**src/rtl/avg_pool_pkg.sv**
```systemverilog
// Shared types and helpers for the 2x2 average-pooling sequencer.
// Contents: FSM state enum, pool factor/shift constants, address-width helpers.
package avg_pool_pkg;

    typedef enum logic [2:0] {
        IDLE,
        RD0,
        RD1,
        RD2,
        RD3,
        ACC,
        WR,
        DONE
    } avg_pool_state_t;

    localparam int unsigned POOL       = 2;
    localparam int unsigned POOL_SHIFT = 2;

    // $clog2 that never returns 0, so degenerate sizes still give a 1-bit field.
    function automatic int unsigned clog2_min1(input int unsigned n);
        return (n <= 1) ? 1 : $clog2(n);
    endfunction

    function automatic int unsigned rd_aw(input int unsigned ch, input int unsigned w,
                                          input int unsigned h);
        return clog2_min1(ch * w * h);
    endfunction

    function automatic int unsigned wr_aw(input int unsigned ch, input int unsigned w,
                                          input int unsigned h);
        return clog2_min1(ch * (w / POOL) * (h / POOL));
    endfunction

endpackage

```
**src/rtl/avg_pool_addr_gen.sv**
```systemverilog
// Window counters (ocol fastest, then orow, then ch) and address generation.
// Ports: clk, reset (async, active-high), step (advance to next window),
//        tap (dy,dx of the read being issued), rd_addr_c / wr_addr_c
//        (combinational addresses for the current window), last_window_c.
module avg_pool_addr_gen
    import avg_pool_pkg::*;
#(
    parameter int unsigned IMG_W  = 28,
    parameter int unsigned IMG_H  = 28,
    parameter int unsigned NUM_CH = 1
) (
    input  logic                                   clk,
    input  logic                                   reset,
    input  logic                                   step,
    input  logic [1:0]                             tap,
    output logic [rd_aw(NUM_CH, IMG_W, IMG_H)-1:0] rd_addr_c,
    output logic [wr_aw(NUM_CH, IMG_W, IMG_H)-1:0] wr_addr_c,
    output logic                                   last_window_c
);

    localparam int unsigned RD_AW  = rd_aw(NUM_CH, IMG_W, IMG_H);
    localparam int unsigned WR_AW  = wr_aw(NUM_CH, IMG_W, IMG_H);
    localparam int unsigned OW     = IMG_W / POOL;
    localparam int unsigned OH     = IMG_H / POOL;
    localparam int unsigned PLANE  = IMG_W * IMG_H;
    localparam int unsigned OPLANE = OW * OH;
    localparam int unsigned OCOL_W = clog2_min1(OW);
    localparam int unsigned OROW_W = clog2_min1(OH);
    localparam int unsigned CH_W   = clog2_min1(NUM_CH);

    logic [OCOL_W-1:0] ocol;
    logic [OROW_W-1:0] orow;
    logic [CH_W-1:0]   ch;

    logic ocol_last, orow_last, ch_last;

    always_comb begin
        ocol_last     = (ocol == OCOL_W'(OW - 1));
        orow_last     = (orow == OROW_W'(OH - 1));
        ch_last       = (ch == CH_W'(NUM_CH - 1));
        last_window_c = ocol_last && orow_last && ch_last;
        // tap[1] selects the lower input row, tap[0] the right-hand column
        rd_addr_c = RD_AW'(32'(ch) * PLANE
                         + (32'(orow) * POOL + 32'(tap[1])) * IMG_W
                         + 32'(ocol) * POOL + 32'(tap[0]));
        wr_addr_c = WR_AW'(32'(ch) * OPLANE + 32'(orow) * OW + 32'(ocol));
    end

    // Counters wrap to zero after the last window, so IDLE always sees window 0.
    always_ff @(posedge clk or posedge reset) begin
        if (reset) begin
            ocol <= '0;
            orow <= '0;
            ch   <= '0;
        end else if (step) begin
            if (ocol_last) begin
                ocol <= '0;
                if (orow_last) begin
                    orow <= '0;
                    ch   <= ch_last ? '0 : ch + CH_W'(1);
                end else begin
                    orow <= orow + OROW_W'(1);
                end
            end else begin
                ocol <= ocol + OCOL_W'(1);
            end
        end
    end

endmodule

```
**src/rtl/avg_pool_sequencer.sv**
```systemverilog
// 2x2 average-pooling controller streaming NUM_CH maps from a sync-read image
// RAM into an output RAM, one window every 6 cycles.
// Ports: clk, reset (async, active-high), enable (global stall), start (pass
//        request), busy, finished_pool (completion pulse), rd_en/rd_addr/rd_data
//        (image RAM, data one cycle after rd_en), wr_en/wr_addr/wr_data (output RAM).
module avg_pool_sequencer
    import avg_pool_pkg::*;
#(
    parameter int unsigned IMG_W  = 28,
    parameter int unsigned IMG_H  = 28,
    parameter int unsigned NUM_CH = 1,
    parameter int unsigned DATA_W = 8,
    parameter int unsigned OUT_W  = 16
) (
    input  logic                                   clk,
    input  logic                                   reset,
    input  logic                                   enable,
    input  logic                                   start,
    output logic                                   busy,
    output logic                                   finished_pool,
    output logic                                   rd_en,
    output logic [rd_aw(NUM_CH, IMG_W, IMG_H)-1:0] rd_addr,
    input  logic signed [DATA_W-1:0]               rd_data,
    output logic                                   wr_en,
    output logic [wr_aw(NUM_CH, IMG_W, IMG_H)-1:0] wr_addr,
    output logic signed [OUT_W-1:0]                wr_data
);

    localparam int unsigned RD_AW = rd_aw(NUM_CH, IMG_W, IMG_H);
    localparam int unsigned WR_AW = wr_aw(NUM_CH, IMG_W, IMG_H);
    localparam int unsigned ACC_W = DATA_W + 2;

    if ((IMG_W % POOL) != 0) begin : g_bad_w
        $error("IMG_W must be even");
    end
    if ((IMG_H % POOL) != 0) begin : g_bad_h
        $error("IMG_H must be even");
    end
    if (OUT_W < DATA_W) begin : g_bad_ow
        $error("OUT_W must be >= DATA_W");
    end

    avg_pool_state_t          state;
    logic                     rd_en_q, wr_en_q, done_q, last_q;
    logic signed [ACC_W-1:0]  acc, acc_next, acc_avg;
    logic [1:0]               tap_c;
    logic                     step_c;
    logic [RD_AW-1:0]         rd_addr_c;
    logic [WR_AW-1:0]         wr_addr_c;
    logic                     last_window_c;

    avg_pool_addr_gen #(
        .IMG_W (IMG_W),
        .IMG_H (IMG_H),
        .NUM_CH(NUM_CH)
    ) u_addr_gen (
        .clk          (clk),
        .reset        (reset),
        .step         (step_c),
        .tap          (tap_c),
        .rd_addr_c    (rd_addr_c),
        .wr_addr_c    (wr_addr_c),
        .last_window_c(last_window_c)
    );

    // Tap of the read issued on leaving the current state; counters advance on
    // leaving ACC so WR can already address the next window's first read.
    always_comb begin
        acc_next = acc + ACC_W'(rd_data);
        acc_avg  = acc_next >>> POOL_SHIFT;
        step_c   = enable && (state == ACC);
        case (state)
            RD0:     tap_c = 2'd1;
            RD1:     tap_c = 2'd2;
            RD2:     tap_c = 2'd3;
            default: tap_c = 2'd0;
        endcase
    end

    // Stalls must not strobe the RAMs nor let the completion pulse escape.
    assign rd_en         = rd_en_q && enable;
    assign wr_en         = wr_en_q && enable;
    assign finished_pool = done_q && enable;

    always_ff @(posedge clk or posedge reset) begin
        if (reset) begin
            state   <= IDLE;
            busy    <= 1'b0;
            rd_en_q <= 1'b0;
            wr_en_q <= 1'b0;
            done_q  <= 1'b0;
            last_q  <= 1'b0;
            rd_addr <= '0;
            wr_addr <= '0;
            wr_data <= '0;
            acc     <= '0;
        end else if (enable) begin
            rd_en_q <= 1'b0;
            wr_en_q <= 1'b0;
            done_q  <= 1'b0;
            case (state)
                IDLE: begin
                    if (start) begin
                        state   <= RD0;
                        busy    <= 1'b1;
                        rd_en_q <= 1'b1;
                        rd_addr <= rd_addr_c;
                    end
                end
                RD0: begin
                    acc     <= '0;
                    state   <= RD1;
                    rd_en_q <= 1'b1;
                    rd_addr <= rd_addr_c;
                end
                RD1: begin
                    acc     <= acc_next;
                    state   <= RD2;
                    rd_en_q <= 1'b1;
                    rd_addr <= rd_addr_c;
                end
                RD2: begin
                    acc     <= acc_next;
                    state   <= RD3;
                    rd_en_q <= 1'b1;
                    rd_addr <= rd_addr_c;
                end
                RD3: begin
                    acc   <= acc_next;
                    state <= ACC;
                end
                ACC: begin
                    acc     <= acc_next;
                    wr_data <= OUT_W'(acc_avg);
                    wr_addr <= wr_addr_c;
                    last_q  <= last_window_c;
                    wr_en_q <= 1'b1;
                    state   <= WR;
                end
                WR: begin
                    if (last_q) begin
                        state  <= DONE;
                        busy   <= 1'b0;
                        done_q <= 1'b1;
                    end else begin
                        state   <= RD0;
                        rd_en_q <= 1'b1;
                        rd_addr <= rd_addr_c;
                    end
                end
                DONE: begin
                    state <= IDLE;
                end
                default: begin
                    state <= IDLE;
                    busy  <= 1'b0;
                end
            endcase
        end
    end

endmodule

```
**config.mk**
```make
export PLATFORM = sky130hd
export DESIGN_NAME = avg_pool_sequencer
export DESIGN_NICKNAME = d
export VERILOG_FILES = /design/src/rtl/avg_pool_pkg.sv /design/src/rtl/avg_pool_addr_gen.sv /design/src/rtl/avg_pool_sequencer.sv
export SDC_FILE = /design/constraint.sdc
export NUM_CORES = 1
export LEC_CHECK = 0
export CAP_MARGIN = 25
export CORE_ASPECT_RATIO = 0.5
export CORE_MARGIN = 5
export CORE_UTILIZATION = 55
export DETAILED_ROUTE_END_ITERATION = 8
export PLACE_DENSITY = 0.85
export SYNTH_ARGS = -nofsm -noshare
export SYNTH_HDL_FRONTEND = slang
export SYNTH_SLANG_ARGS = --single-unit
```
**constraint.sdc**
```tcl
create_clock -name clk -period 4.34 [get_ports clk]
set_input_delay 0.434 -clock clk [delete_from_list [all_inputs] [get_ports clk]]
set_output_delay 0.434 -clock clk [all_outputs]
set_load 0.01 [all_outputs]
```
---- Yosys cells after proc, flatten, opt, wreduce, memory -nomap -nowiden ----
Index checks and enable logic that the tools add are counted.
cells by class
  multiply operators ...................... 4
  muxes and demuxes ....................... 20
  add/subtract/negate cells ............... 10
  bitwise logic cells ..................... 1
  eq/ne operators ......................... 12
  reduce and logical (&&, ||, !) cells .... 19
operators with widths
  kind                  number
  $mul 32x3->8 const B  1
  $pmux 10 s3           1
  $pmux 3 s8            1
  $mux 10               2
  $pmux 10 s2           1
  $eq 3x3->1 const B    4
  $mul 1x6->6 const B   2
  $add 10x1->10         1
  $add 10x10->10        1
  $add 10x5->10         1
  $add 10x8->10         1
  $add 4x1->4 const B   2
  $add 8x4->8           1
  $add 8x8->8           1
  $eq 4x4->1 const B    2
  $mux 1                8
  $mux 4                2
  $reduce_and 2->1      4
  $reduce_and 4->1      2
  $mul 4x3->7 const B   1
  $add 5x1->6           1
  $eq 3x2->1 const B    2
  $logic_and 1x1->1     6
  $mux 3                2
  13 further kinds      16
word-level totals
  register bits after elaboration ......... 53
  output and inout bits ................... 38

---- Logic depth before layout (Yosys ltp) ----
Gate-level depths: netlist of run 1.
  depth after elaboration ................. 9
  mapped depth ............................ 14
  mapped depth without buffers ............ 13

---- Cells and area by module ----
A second synthesis of run 1 with hierarchy kept.
unflattened totals
  cell total of the unflattened synthesis .. 391
  area, all modules ....................... 3,661.0 µm²
by module, submodules not included
  module              sequential area each (µm²)  instances  area each (µm²)  cells an instance
  avg_pool_sequencer  1,101.1                     1          2,334.7          241
  avg_pool_addr_gen   200.2                       1          1,326.3          150

---- Worst setup path after synthesis of run 1 ----
Ideal clock, no wire load.
  path kind ............................... register -> register
  from .................................... register state[2]
  to ...................................... register rd_addr[9]
  stages on the path, launching flop included .. 14
  arrival ................................. 3,147 ps
  setup time .............................. 142 ps
  period minus slack after synthesis ...... 3,288 ps
  path slack .............................. 1,052 ps
  cells stage by stage .................... dfrtp_1 -> clkbuf_1 -> inv_1 -> ha_1 -> xor2_1 -> ha_1 -> or2_2 -> fa_1 -> ha_1 -> nor2b_1 -> o21ai_0 -> o21ai_0 -> o31ai_1 -> a31oi_1
between the ends
  longest elaborated chain between the ends .. 9
  elaborated cells on any way between the ends .. 19
RTL lines
  what                                             RTL line                                              source
  from (decl)                                      avg_pool_sequencer.sv:43                              avg_pool_state_t state;
  from (signal assigned)                           avg_pool_sequencer.sv:87                              state <= IDLE;
  from (signal assigned)                           avg_pool_sequencer.sv:104                             state <= RD0;
  from (signal assigned)                           avg_pool_sequencer.sv:112                             state <= RD1;
  $eq 3x2->1 / $eq 3x1->1 (equally long branches)  avg_pool_sequencer.sv:72, avg_pool_sequencer.sv:101
  $pmux 2 s3                                       avg_pool_sequencer.sv:72                              case (state)
  $add 5x1->6                                      avg_pool_addr_gen.sv:44                               + (32'(orow) * POOL + 32'(tap[1])) * IMG_W
  $mul 32x3->8                                     avg_pool_addr_gen.sv:44
  $add 10x10->10                                   avg_pool_addr_gen.sv:44
  $add 10x5->10                                    avg_pool_addr_gen.sv:45                               + 32'(ocol) * POOL + 32'(tap[0]));
  $add 10x1->10                                    avg_pool_addr_gen.sv:45
  $mux 10, on equally long branches                avg_pool_sequencer.sv:141, avg_pool_sequencer.sv:103
  $pmux 10 s3                                      avg_pool_sequencer.sv:101                             case (state)
  to (signal assigned)                             avg_pool_sequencer.sv:107                             rd_addr <= rd_addr_c;
  to (signal assigned)                             avg_pool_sequencer.sv:114                             rd_addr <= rd_addr_c;
  to (signal assigned)                             avg_pool_sequencer.sv:148                             rd_addr <= rd_addr_c;
  to (decl)                                        avg_pool_sequencer.sv:22                              output logic [rd_aw(NUM_CH, IMG_W, IMG_H)-1:0] rd_addr,
Parallel ways exist; a longest one is shown, timed or not. The select of a mux whose other input is x is not followed.
A chain may end at the register's enable or synchronous reset.

---- Worst setup path in the final report of run 1 ----
Same ends and word-level chain as after synthesis.

==> results of run 1 <==
per-layer routing:
layer	wire (um)	track usage [%]	vias up	part of all wire [%]
met5	0	0	-	0
met4	53	5.45	0	0.70
met3	360	4.02	6	4.7
met2	3830	36.3	77	50
met1	3360	25.1	1336	44
li1	-	-	1318	-
power groups by stage:
stage	clock network (mW)	logic (mW)	registers (mW)
2_1_floorplan	0	0.623	0.786
3_3_place_gp	0	0.958	0.772
3_5_place_dp	0	1.01	0.784
4_1_cts	0.395	1.02	0.779
5_1_grt	0.418	1.13	0.802
6_report	0.396	1.02	0.779
registers in the layout, indices dropped and copies added, names as in the netlist:
| register | cells |
|---|---|
| last_q | 1 |
| state | 3 |
| rd_en_q | 1 |
| u_addr_gen.ocol | 4 |
| wr_data | 8 |
| acc | 10 |
| wr_addr | 8 |
| rd_addr | 10 |
| u_addr_gen.orow | 4 |
| done_q | 1 |
| busy | 1 |
| wr_en_q | 1 |
cell families (layout without fill, tap and decap cells):
kind of cell | count (synthesis) | after routing
AOI/OAI and AO/OA | 91 | 91
xor gates and xnor gates | 22 | 22
adders and majority gates | 44 | 44
buffers and inverters | 37 | 79
DFF | 52 | 52
muxes | 6 | 6
and+or+nand+nor | 111 | 111
stage by stage:
step                      std cells  hold WS [ps]  power [mW]  worst slack (ps)  utilization [%]
final                           493           478        2.20               777             67.5
after CTS                       493           481        2.19               820             67.5
after global routing            493           504        2.35               537             67.5
after global placement          484           454        1.73              1030             64.8
after detailed placement        485           467        1.79               859             65.1
after floorplan                 363           443        1.41              1050                -
area by class of cell:
| class | instances | share of cell area, % |
|---|---|---|
| clock buffers | 8 | 3.58 |
| inverters | 20 | 1.84 |
| multi-input cells | 274 | 47.4 |
| flip-flops and latches | 52 | 31.8 |
| well taps | 88 | 2.69 |
| repair buffers | 51 | 12.7 |
cells in the mapped netlist (all sizes together), types with 2 or more instances:
cell	instances	area share, %
nor3b	2	0.44
nor2b	3	0.55
fa	8	4.7
nand2	54	6.1
nor4	2	0.37
o21ai	35	5.1
nor2	23	2.5
nand3	6	0.88
and2	5	0.91
buf	11	2.6
ha	36	13
xor2	9	2.3
or2	2	0.37
o31ai	7	1.7
inv	19	2.1
a21o	11	2.4
xnor2	12	3.1
a21oi	26	3.8
nand2b	3	0.77
a31oi	2	0.37
o21a	2	0.44
nor3	5	0.73
mux2	6	2.0
dfrtp	52	38
clkbuf	6	0.66
final timing paths:
path                            startpoint         end  cells after the start
worst min register to register     wr_en_q     wr_en_q                      1
max in group asynchronous            reset  rd_addr[5]                      3
min in group asynchronous            reset  wr_data[0]                      2
worst max register to register    state[2]  rd_addr[9]                     12
worst min-delay path               wr_en_q     wr_en_q                      1
worst max-delay path              state[2]  rd_addr[9]                     12
==> reports/summary.log, run 1 <==
qor: routing.detail_route.wirelength 7600 um
qor: clock_tree.cts_root_buffer sky130_fd_sc_hd__clkbuf_16
qor: global_routing.grt_max_degree 29
qor: synth.main_combinational_cell_family_by_area_after_synthesis adder cells
qor: global_routing.global_route.usage.total 20.2%
qor: pwr.seq_power_share 35.4%
qor: sta.slew_viol_final 0
qor: worst_setup_path.critical_path.n_buffers_inverters 1
qor: finish.postLayoutCellArea 4090 um^2
qor: clock_tree.cts_tree yes
qor: synth.synthesis.nets 419
qor: worst_setup_path.crit_path_end_kind flip-flop
qor: floorplanning.floorplan.die_area 8000 um^2
qor: sta.final-hold-violation-count 0
qor: clock_tree.worstSkewPairLatency 290 ps
qor: synth.synth_async_sr_flop_share 100%
qor: pwr.clkPwrFrac 18.0%
qor: synth.netlist_area 3430 um^2
qor: pwr.switchingPower 0.832 mW
qor: routing.routed_vias_inst 5.55
qor: worst_setup_path.critical_path.max_fanout 11
qor: floorplanning.chipWidth 122 um
qor: synth.seq_total_area_yosys 38.0%
qor: sta.fmaxAchievable 0.281 GHz
qor: finish.area.sequential 1300 um^2
qor: pwr.max-vdd-ir-drop 0.000213 V
qor: pwr.internal_power 1.37 mW
qor: routing.drcViolationCount 0
qor: sta.grt_setup_unrepaired false
qor: floorplanning.placement_rows 20
qor: worst_setup_path.crit_path_frequent_cell sky130_fd_sc_hd__ha_1
qor: synth.synth_xor_area_share 6.03%
qor: sta.fin_worst_skew 5.08 ps
qor: synth.yosys.area_share.simple 14.9%
qor: global_routing.grt_first_pass_wirelength 13000 um
qor: synth.synth_compound_gate_area_share 15.9%
qor: sta.minimum_period_implied_by_the_final_worst_setup_slack 3560 ps
qor: min_path.hold_path_class reg -> reg
qor: global_routing.antenna_found_initial 0
qor: placed_design.gpl.final_weighted_congestion 0.933
qor: clock_tree.cts.clk_slew.worst_paths 60 ps
qor: pwr.net_switching_fraction_of_the_power 37.9%
qor: synth.primary_ff_master_synth sky130_fd_sc_hd__dfrtp_1
qor: finish.diodes 0
qor: synth.syn_area_cell 9.44 um^2
qor: floorplanning.start_util 56.6%
qor: sta.tns 0 ps
qor: placed_design.io_buffers 49
qor: synth.synth_seq_cells 52
qor: finish.area_growth_syn_to_layout 19.4%
qor: sta.worstMarginPinSlew 834 ps
qor: worst_setup_path.setup.worst_path.class reg -> reg
qor: worst_setup_path.critical_path.max_stage_delay 520 ps
qor: floorplanning.floorplan.io_pins 50
qor: pwr.p_leak 2.00 nW
qor: clock_tree.post_cts_resize_count 0
qor: sta.fin_crit_sh 82.1%
qor: clock_tree.postCtsSetupRepairBufs 0
qor: pwr.combinationalPowerShare 46.5%
qor: routing.initialDrtViolationCount 185
qor: sta.setup-violations-final 0
qor: floorplanning.fp.dieH 65.8 um
qor: floorplanning.fp.coreArea 6060 um^2
qor: pwr.power_density 537 nW/um^2
qor: worst_setup_path.cp_slowest_cell sky130_fd_sc_hd__dfrtp_1
qor: worst_setup_path.worst_ep_required_time 4500 ps
qor: clock_tree.clock_sinks 52
qor: finish.layout.nets 460
qor: placed_design.dp_hpwl 5760 um
qor: worst_setup_path.crit_arrival 3720 ps
qor: job.timing.max_cap.violations 0
qor: synth.netlist_instances 363
qor: synth.synth-warning-count 0
qor: synth.netlist-cell-type-count 48
qor: clock_tree.ctsHtreeMaxLevel 2
qor: placed_design.placement.cell_area 3940 um^2
qor: finish.num-fill-cells 454
qor: sta.worst_max_slew_margin_expressed_relative_to_the_limit 44.2%
qor: routing.first_pass_iters 4
qor: finish.final_layout_size_suffix_gt1_share 4.94%
qor: finish.multi_input_area 1940 um^2
qor: routing.antenna_nets_post_route 0
qor: synth.synth_edf_count 0
qor: worst_setup_path.crit_chain inv_1, ha_1, xor2_1, ha_1, or2_2, fa_1, ha_1, nor2b_1, o21ai_0, o21ai_0, o31ai_1, a31oi_1
qor: global_routing.grt_pass1_vias 2774
qor: routing.vias 2737
qor: routing.wl_per_cell 15.4 um
qor: synth.synthMuxAreaShare 1.97%
qor: worst_setup_path.reg2reg_slack 780 ps
qor: finish.layout.cells.most_common_list sky130_fd_sc_hd__nand2_1 (53), sky130_fd_sc_hd__dfrtp_1 (52), sky130_fd_sc_hd__clkdlybuf4s50_1 (49)
qor: global_routing.globalRouteOverflowTotal 0
qor: clock_tree.max-clock-path-buffers 2
qor: outcome.outcome finished clean
qor: synth.synthAdderAreaFrac 17.8%
qor: clock_tree.postCtsHoldBufs 0
qor: clock_tree.cts-buffers-inserted 5
qor: finish.most_common_cell_after_layout_fill_and_taps_aside sky130_fd_sc_hd__nand2_1
qor: worst_setup_path.startpoint_type flip-flop
qor: worst_setup_path.worst_path_dominant_cell_family adder cells
(Power assumes the default switching activity.)
==> run 2, diff against run 1 <==
==> constraint.sdc (replaced) <==
create_clock -name clk -period 3.36 [get_ports clk]
set_input_delay 0.336 -clock clk [delete_from_list [all_inputs] [get_ports clk]]
set_output_delay 0.336 -clock clk [all_outputs]
set_load 0.01 [all_outputs]
==> reports/summary.log, run 2 (synthesis results as in run 1) <==
qor: global_routing.globalRouteOverflowTotal 0
qor: clock_tree.postCtsHoldBufs 0
qor: floorplanning.fp.dieH 65.8 um
qor: routing.first_pass_iters 5
qor: clock_tree.cts-buffers-inserted 5
qor: finish.final_layout_size_suffix_gt1_share 7.79%
qor: finish.most_common_cell_after_layout_fill_and_taps_aside sky130_fd_sc_hd__nand2_1
qor: pwr.switchingPower 1.09 mW
qor: pwr.combinationalPowerShare 45.5%
qor: clock_tree.ctsHtreeMaxLevel 2
qor: worst_setup_path.crit_path_end_kind flip-flop
qor: finish.layout.nets 467
qor: sta.setup-violations-final 0
qor: sta.final.setup.worst_slack 147 ps
qor: global_routing.antenna_found_initial 0
qor: routing.routed_vias_inst 5.59
qor: finish.post_layout_nonfiller_instances 499
qor: placed_design.gpl.final_weighted_congestion 0.973
qor: routing.vias 2790
qor: finish.area.sequential 1300 um^2
qor: routing.detail_route.wirelength 8010 um
qor: pwr.clkPwrFrac 21.6%
qor: sta.grt_setup_unrepaired false
qor: pwr.max-vdd-ir-drop 0.000300 V
qor: clock_tree.worstSkewPairLatency 290 ps
qor: global_routing.grt_pass1_vias 2894
qor: clock_tree.cts_root_buffer sky130_fd_sc_hd__clkbuf_16
qor: sta.worst_hold_slack 295 ps
qor: worst_setup_path.reg2reg_slack 150 ps
qor: finish.multi_input_area 1950 um^2
qor: routing.wl_per_cell 16.1 um
qor: finish.utilization 69.3%
qor: sta.final-hold-violation-count 0
qor: routing.antenna_nets_post_route 0
qor: routing.drcViolationCount 0
qor: placed_design.detailedPlace.worstSlack 53.5 ps
qor: clock_tree.cts_tree yes
qor: pwr.p_leak 2.06 nW
qor: sta.fmaxAchievable 0.311 GHz
qor: finish.num-fill-cells 426
qor: floorplanning.floorplan.io_pins 50
qor: sta.tns 0 ps
qor: routing.initialDrtViolationCount 250
qor: sta.minimum_period_implied_by_the_final_worst_setup_slack 3210 ps
qor: sta.worst_max_slew_margin_expressed_relative_to_the_limit 48.0%
qor: floorplanning.fp.coreArea 6060 um^2
qor: worst_setup_path.setup.worst_path.class reg -> reg
qor: placed_design.place_inst 492
qor: clock_tree.clock_sinks 52
qor: worst_setup_path.startpoint_type flip-flop
qor: global_routing.grt_first_pass_wirelength 13600 um
qor: global_routing.grt_max_degree 43
qor: pwr.seq_power_share 32.9%
qor: sta.slew_viol_final 0
qor: sta.fin_worst_skew 5.31 ps
qor: finish.layout.cells.most_common_list sky130_fd_sc_hd__nand2_1 (53), sky130_fd_sc_hd__dfrtp_1 (51), sky130_fd_sc_hd__clkdlybuf4s50_1 (49)
qor: floorplanning.floorplan.die_area 8000 um^2
qor: placed_design.placement.cell_area 4000 um^2
qor: finish.area_growth_syn_to_layout 22.5%
qor: worst_setup_path.crit_arrival 3390 ps
qor: global_routing.global_route.usage.total 21.2%
qor: min_path.hold_path_class in -> async
qor: sta.worstMarginPinSlew 774 ps
qor: floorplanning.chipWidth 122 um
qor: worst_setup_path.cp_slowest_cell sky130_fd_sc_hd__fa_1
qor: placed_design.dp_hpwl 5890 um
qor: floorplanning.start_util 56.6%
qor: clock_tree.postCtsSetupRepairBufs 0
qor: clock_tree.max-clock-path-buffers 2
qor: worst_setup_path.critical_path.max_stage_delay 600 ps
qor: finish.reg.largest.list acc: 10 flops, rd_addr: 10 flops
qor: worst_setup_path.crit_chain fa_1, ha_1, inv_1, fa_1, inv_1, ha_1, a21oi_1, nor3_2, and4_1, o32a_1
qor: floorplanning.placement_rows 20
qor: pwr.p_total 3.00 mW
qor: pwr.net_switching_fraction_of_the_power 36.3%
qor: worst_setup_path.worst_ep_required_time 3530 ps
qor: pwr.power_density 716 nW/um^2
qor: finish.postLayoutCellArea 4200 um^2
qor: worst_setup_path.critical_path.max_fanout 7
qor: pwr.internal_power 1.91 mW
qor: finish.diodes 0
qor: placed_design.io_buffers 49
qor: outcome.outcome finished clean
qor: sta.fin_crit_sh 95.6%
qor: job.timing.max_cap.violations 0
qor: clock_tree.cts.clk_slew.worst_paths 70 ps
run 2: worst max-delay path, delay by kind of cell, from the launching register on:
family                     cells  cell delay (ps)
adders and majority gates      4             1620
AOI/OAI and AO/OA              2              580
DFF                            1              480
and+or+nand+nor                2              300
buffers and inverters          2              110
run 2: final timing paths:
path	endpoint	start	depth (start not counted)
worst min-delay path	u_addr_gen.ocol[1]	reset	2
worst max-delay path	wr_addr[7]	u_addr_gen.orow[1]	10
min in group clk	wr_en_q	wr_en_q	1
worst min register to register	wr_en_q	wr_en_q	1
worst max register to register	wr_addr[7]	u_addr_gen.orow[1]	10
max in group asynchronous	u_addr_gen.orow[1]	reset	3
run 2: cell type report:
class	count	share of cell area (%)
inverters	20	1.79
repair buffers	58	13.6
well taps	88	2.62
multi-input cells	274	46.6
clock buffers	5	2.98
flip-flops and latches	52	31.0
clock inverters	2	1.43
run 2: what timing repair did:
action	CTS	global route
endpoints found under the setup margin	1	2
resized for setup	1	4
pin swaps	0	1
run 2: metal layers:
metal  part of all wire [%]  routed length, um  GRT usage [%]
met1                     44               3500           26.7
met2                     50               4040           37.8
met3                    4.5                361           3.59
met4                    1.3                107           6.28
met5                      0                  0              0
run 2: power groups by stage:
stage                     clock, mW  sequential [mW]  combinational [mW]
after floorplan                   0             1.02               0.804
after global routing          0.681             1.01                1.51
final                         0.649            0.988                1.37
after detailed placement          0            0.992                1.34
after global placement            0            0.978                1.28
after CTS                     0.656            0.983                1.36
==> run 3, diff against run 2 <==
--- a/config.mk
+++ b/config.mk
@@ -5,12 +5,14 @@
 export SDC_FILE = /design/constraint.sdc
 export NUM_CORES = 1
 export LEC_CHECK = 0
-export CAP_MARGIN = 25
+export CAP_MARGIN = 20
 export CORE_ASPECT_RATIO = 0.5
 export CORE_MARGIN = 5
-export CORE_UTILIZATION = 55
+export CORE_UTILIZATION = 56
 export DETAILED_ROUTE_END_ITERATION = 8
 export PLACE_DENSITY = 0.85
+export SLEW_MARGIN = 10
 export SYNTH_ARGS = -nofsm -noshare
 export SYNTH_HDL_FRONTEND = slang
+export SYNTH_HIERARCHICAL = 1
 export SYNTH_SLANG_ARGS = --single-unit
==> reports/summary.log, run 3 <==
qor: outcome.outcome finished clean
qor: floorplanning.chipWidth 124 um
qor: clock_tree.cts-buffers-inserted 5
qor: finish.most_common_cell_after_layout_fill_and_taps_aside sky130_fd_sc_hd__nand2_1
qor: finish.final_layout_size_suffix_gt1_share 9.89%
qor: finish.area.sequential 1300 um^2
qor: global_routing.grt_first_pass_wirelength 13800 um
qor: sta.fin_worst_skew 7.65 ps
qor: synth.synth_async_sr_flop_share 100%
qor: synth.synth_edf_count 0
qor: floorplanning.fp.dieH 67.2 um
qor: synth.synth_seq_cells 52
qor: sta.minimum_period_implied_by_the_final_worst_setup_slack 3210 ps
qor: sta.fin_crit_sh 95.5%
qor: synth.syn_area_cell 9.36 um^2
qor: finish.layout.nets 491
qor: global_routing.globalRouteOverflowTotal 0
qor: min_path.hold_path_class in -> async
qor: synth.synth.area.top_cells sky130_fd_sc_hd__dfrtp_1 (36%), sky130_fd_sc_hd__ha_1 (12%), sky130_fd_sc_hd__nand2_1 (6.5%)
qor: worst_setup_path.reg2reg_slack 150 ps
qor: clock_tree.cts_tree yes
qor: worst_setup_path.worst_ep_required_time 3540 ps
qor: placed_design.io_buffers 49
qor: sta.worst_max_slew_margin_expressed_relative_to_the_limit 64.6%
qor: pwr.max-vdd-ir-drop 0.000292 V
qor: worst_setup_path.critical_path.max_stage_delay 640 ps
qor: sta.tns 0 ps
qor: global_routing.global_route.usage.total 20.1%
qor: sta.final-hold-violation-count 0
qor: placed_design.gpl.final_weighted_congestion 0.884
qor: worst_setup_path.r2r-start u_addr_gen/orow[0]
qor: worst_setup_path.worst_path_dominant_cell_family adder cells
qor: synth.synthMostInstantiatedCell sky130_fd_sc_hd__nand2_1
qor: synth.seq_total_area_yosys 35.5%
qor: routing.vias 2871
qor: routing.initialDrtViolationCount 189
qor: worst_setup_path.critical_path.max_fanout 9
qor: routing.routed_vias_inst 5.49
qor: worst_setup_path.crit_path_frequent_cell sky130_fd_sc_hd__nand2_1
qor: global_routing.grt_pass1_vias 2926
qor: worst_setup_path.crit_chain fa_2, ha_1, inv_1, fa_1, inv_1, ha_1, a21oi_1, nand2_1, a41oi_1, a311o_1, nand2_1, nand2_1
qor: finish.num-fill-cells 479
qor: clock_tree.worstSkewPairLatency 290 ps
qor: worst_setup_path.startpoint_type flip-flop
qor: worst_setup_path.crit_arrival 3390 ps
qor: placed_design.placement.cell_area 4180 um^2
qor: worst_setup_path.ff2ff_path_depth 12
qor: finish.postLayoutCellArea 4370 um^2
qor: floorplanning.fp.coreArea 6210 um^2
qor: floorplanning.floorplan.io_pins 50
qor: sta.setup-violations-final 0
qor: clock_tree.clock_sinks 52
qor: synth.synth-warning-count 6
qor: synth.primary_ff_master_synth sky130_fd_sc_hd__dfrtp_1
qor: clock_tree.cts.clk_slew.worst_paths 60 ps
qor: worst_setup_path.setup.worst_path.class reg -> reg
qor: sta.grt_setup_unrepaired false
qor: pwr.power_density 714 nW/um^2
qor: routing.first_pass_iters 4
qor: routing.wl_per_cell 15.2 um
qor: global_routing.antenna_found_initial 0
qor: synth.synthesis.nets 448
qor: floorplanning.placement_rows 20
qor: synth.netlist-cell-type-count 56
qor: finish.reg.largest.list acc: 10 flops, rd_addr: 10 flops
qor: floorplanning.start_util 59.0%
qor: global_routing.grt_max_degree 45
qor: finish.layout.cells.most_common_list sky130_fd_sc_hd__nand2_1 (63), sky130_fd_sc_hd__dfrtp_1 (50), sky130_fd_sc_hd__clkdlybuf4s50_1 (49)
qor: clock_tree.max-clock-path-buffers 2
qor: clock_tree.cts_root_buffer sky130_fd_sc_hd__clkbuf_16
qor: pwr.p_leak 2.07 nW
qor: floorplanning.floorplan.die_area 8350 um^2
qor: routing.antenna_nets_post_route 0
qor: synth.netlist_instances 391
qor: worst_setup_path.regToRegEndpoint wr_addr[7]
qor: worst_setup_path.crit_path_end_kind flip-flop
qor: worst_setup_path.cp_slowest_cell sky130_fd_sc_hd__fa_2
qor: sta.worstMarginPinSlew 530 ps
qor: synth.area_share_of_the_leading_cell_type_in_the_synthesized_netlist 35.5%
qor: clock_tree.ctsHtreeMaxLevel 2
qor: finish.diodes 0
qor: synth.synth_area_leader_cell sky130_fd_sc_hd__dfrtp_1
qor: clock_tree.postCtsHoldBufs 0
qor: finish.area_growth_syn_to_layout 19.3%
qor: routing.detail_route.wirelength 7950 um
qor: synth.most_frequent_cells_after_synthesis sky130_fd_sc_hd__nand2_1 (63), sky130_fd_sc_hd__dfrtp_1 (52), sky130_fd_sc_hd__ha_1 (36), sky130_fd_sc_hd__o21ai_0 (33), sky130_fd_sc_hd__inv_1 (31)
qor: sta.fmaxAchievable 0.312 GHz
qor: sta.slew_viol_final 0
qor: routing.drcViolationCount 0
qor: synth.netlist_area 3660 um^2
qor: finish.multi_input_area 2110 um^2
qor: job.timing.max_cap.violations 0
qor: placed_design.dp_hpwl 5850 um
qor: worst_setup_path.critical_path.n_buffers_inverters 2
[run 3: cell count changes in the layout (fill, tap and decap cells not counted), sizes merged, moves of 3 or more]
cell    change
inv        +12
nor2        -6
o21bai      +3
nor2b       +3
a21oi       -4
a21o        -5
mux2        +8
nand2       +9
[run 3: worst max-delay path by stage]
stage | from | end | slack (ps) | cells past startpoint
2_1_floorplan | state[2] | rd_addr[9] | 40 | 12
3_3_place_gp | state[1] | rd_addr[9] | 200 | 10
6_report | u_addr_gen/orow[0] | wr_addr[7] | 150 | 12
3_5_place_dp | state[1] | rd_addr[9] | 110 | 10
4_1_cts | state[1] | rd_addr[9] | 50 | 10
5_1_grt | u_addr_gen/orow[0] | wr_addr[7] | 10 | 12
[run 3: layout make-up]
cell class | instances | area share, %
clock buffers | 6 | 2.95
flip-flops and latches | 52 | 29.8
inverters | 31 | 2.66
clock inverters | 2 | 0.802
well taps | 88 | 2.52
multi-input cells | 287 | 48.3
repair buffers | 57 | 12.9
[run 3: cell families (layout without fill, tap and decap cells)]
kind of cell / Yosys count / in the layout / synth area share (%)
muxes: 15 / 15 / 4.68
DFF: 52 / 52 / 35.5
AOI/OAI and AO/OA: 90 / 90 / 15.5
buffers and inverters: 52 / 96 / 6.94
adders and majority gates: 45 / 45 / 17.2
and+or+nand+nor: 117 / 117 / 14.9
xor gates and xnor gates: 20 / 20 / 5.16
[run 3: power by group]
group	leakage [nW]	internal, mW	switching (mW)
combinational	1.35	0.773	0.769
clock	0.0808	0.351	0.223
sequential	0.639	0.836	0.165
[run 3: worst reg2reg max path, cell delays in order, from the launching register on]
cell	delay [ps]
sky130_fd_sc_hd__dfrtp_2	500
sky130_fd_sc_hd__fa_2	650
sky130_fd_sc_hd__ha_1	190
sky130_fd_sc_hd__inv_1	70
sky130_fd_sc_hd__fa_1	490
sky130_fd_sc_hd__inv_1	50
sky130_fd_sc_hd__ha_1	340
sky130_fd_sc_hd__a21oi_1	100
sky130_fd_sc_hd__nand2_1	130
sky130_fd_sc_hd__a41oi_1	140
sky130_fd_sc_hd__a311o_1	350
sky130_fd_sc_hd__nand2_1	60
sky130_fd_sc_hd__nand2_1	50
[run 3: per-stage QoR]
stage	utilization (%)	hold WS (ps)	worst slack, ps	instances	total power, mW
2_1_floorplan	-	152	37.2	391	2.02
3_3_place_gp	67.3	453	197	514	2.48
3_5_place_dp	67.3	467	106	514	2.53
4_1_cts	69.9	357	54.5	522	3.13
5_1_grt	70.4	359	10.1	523	3.37
6_report	70.4	315	152	523	3.12
[run 3: per-layer routing]
layer	track usage, %	vias up	wire, um
met3	3.71	7	375
met5	0	-	0
met4	5.05	0	64
met1	24.7	1375	3500
li1	-	1416	-
met2	37.8	73	4000
[run 3: repair_timing]
action | in CTS | in global routing
gates resized for setup | 0 | 5
setup buffers | 0 | 0
setup endpoints to repair | 0 | 3
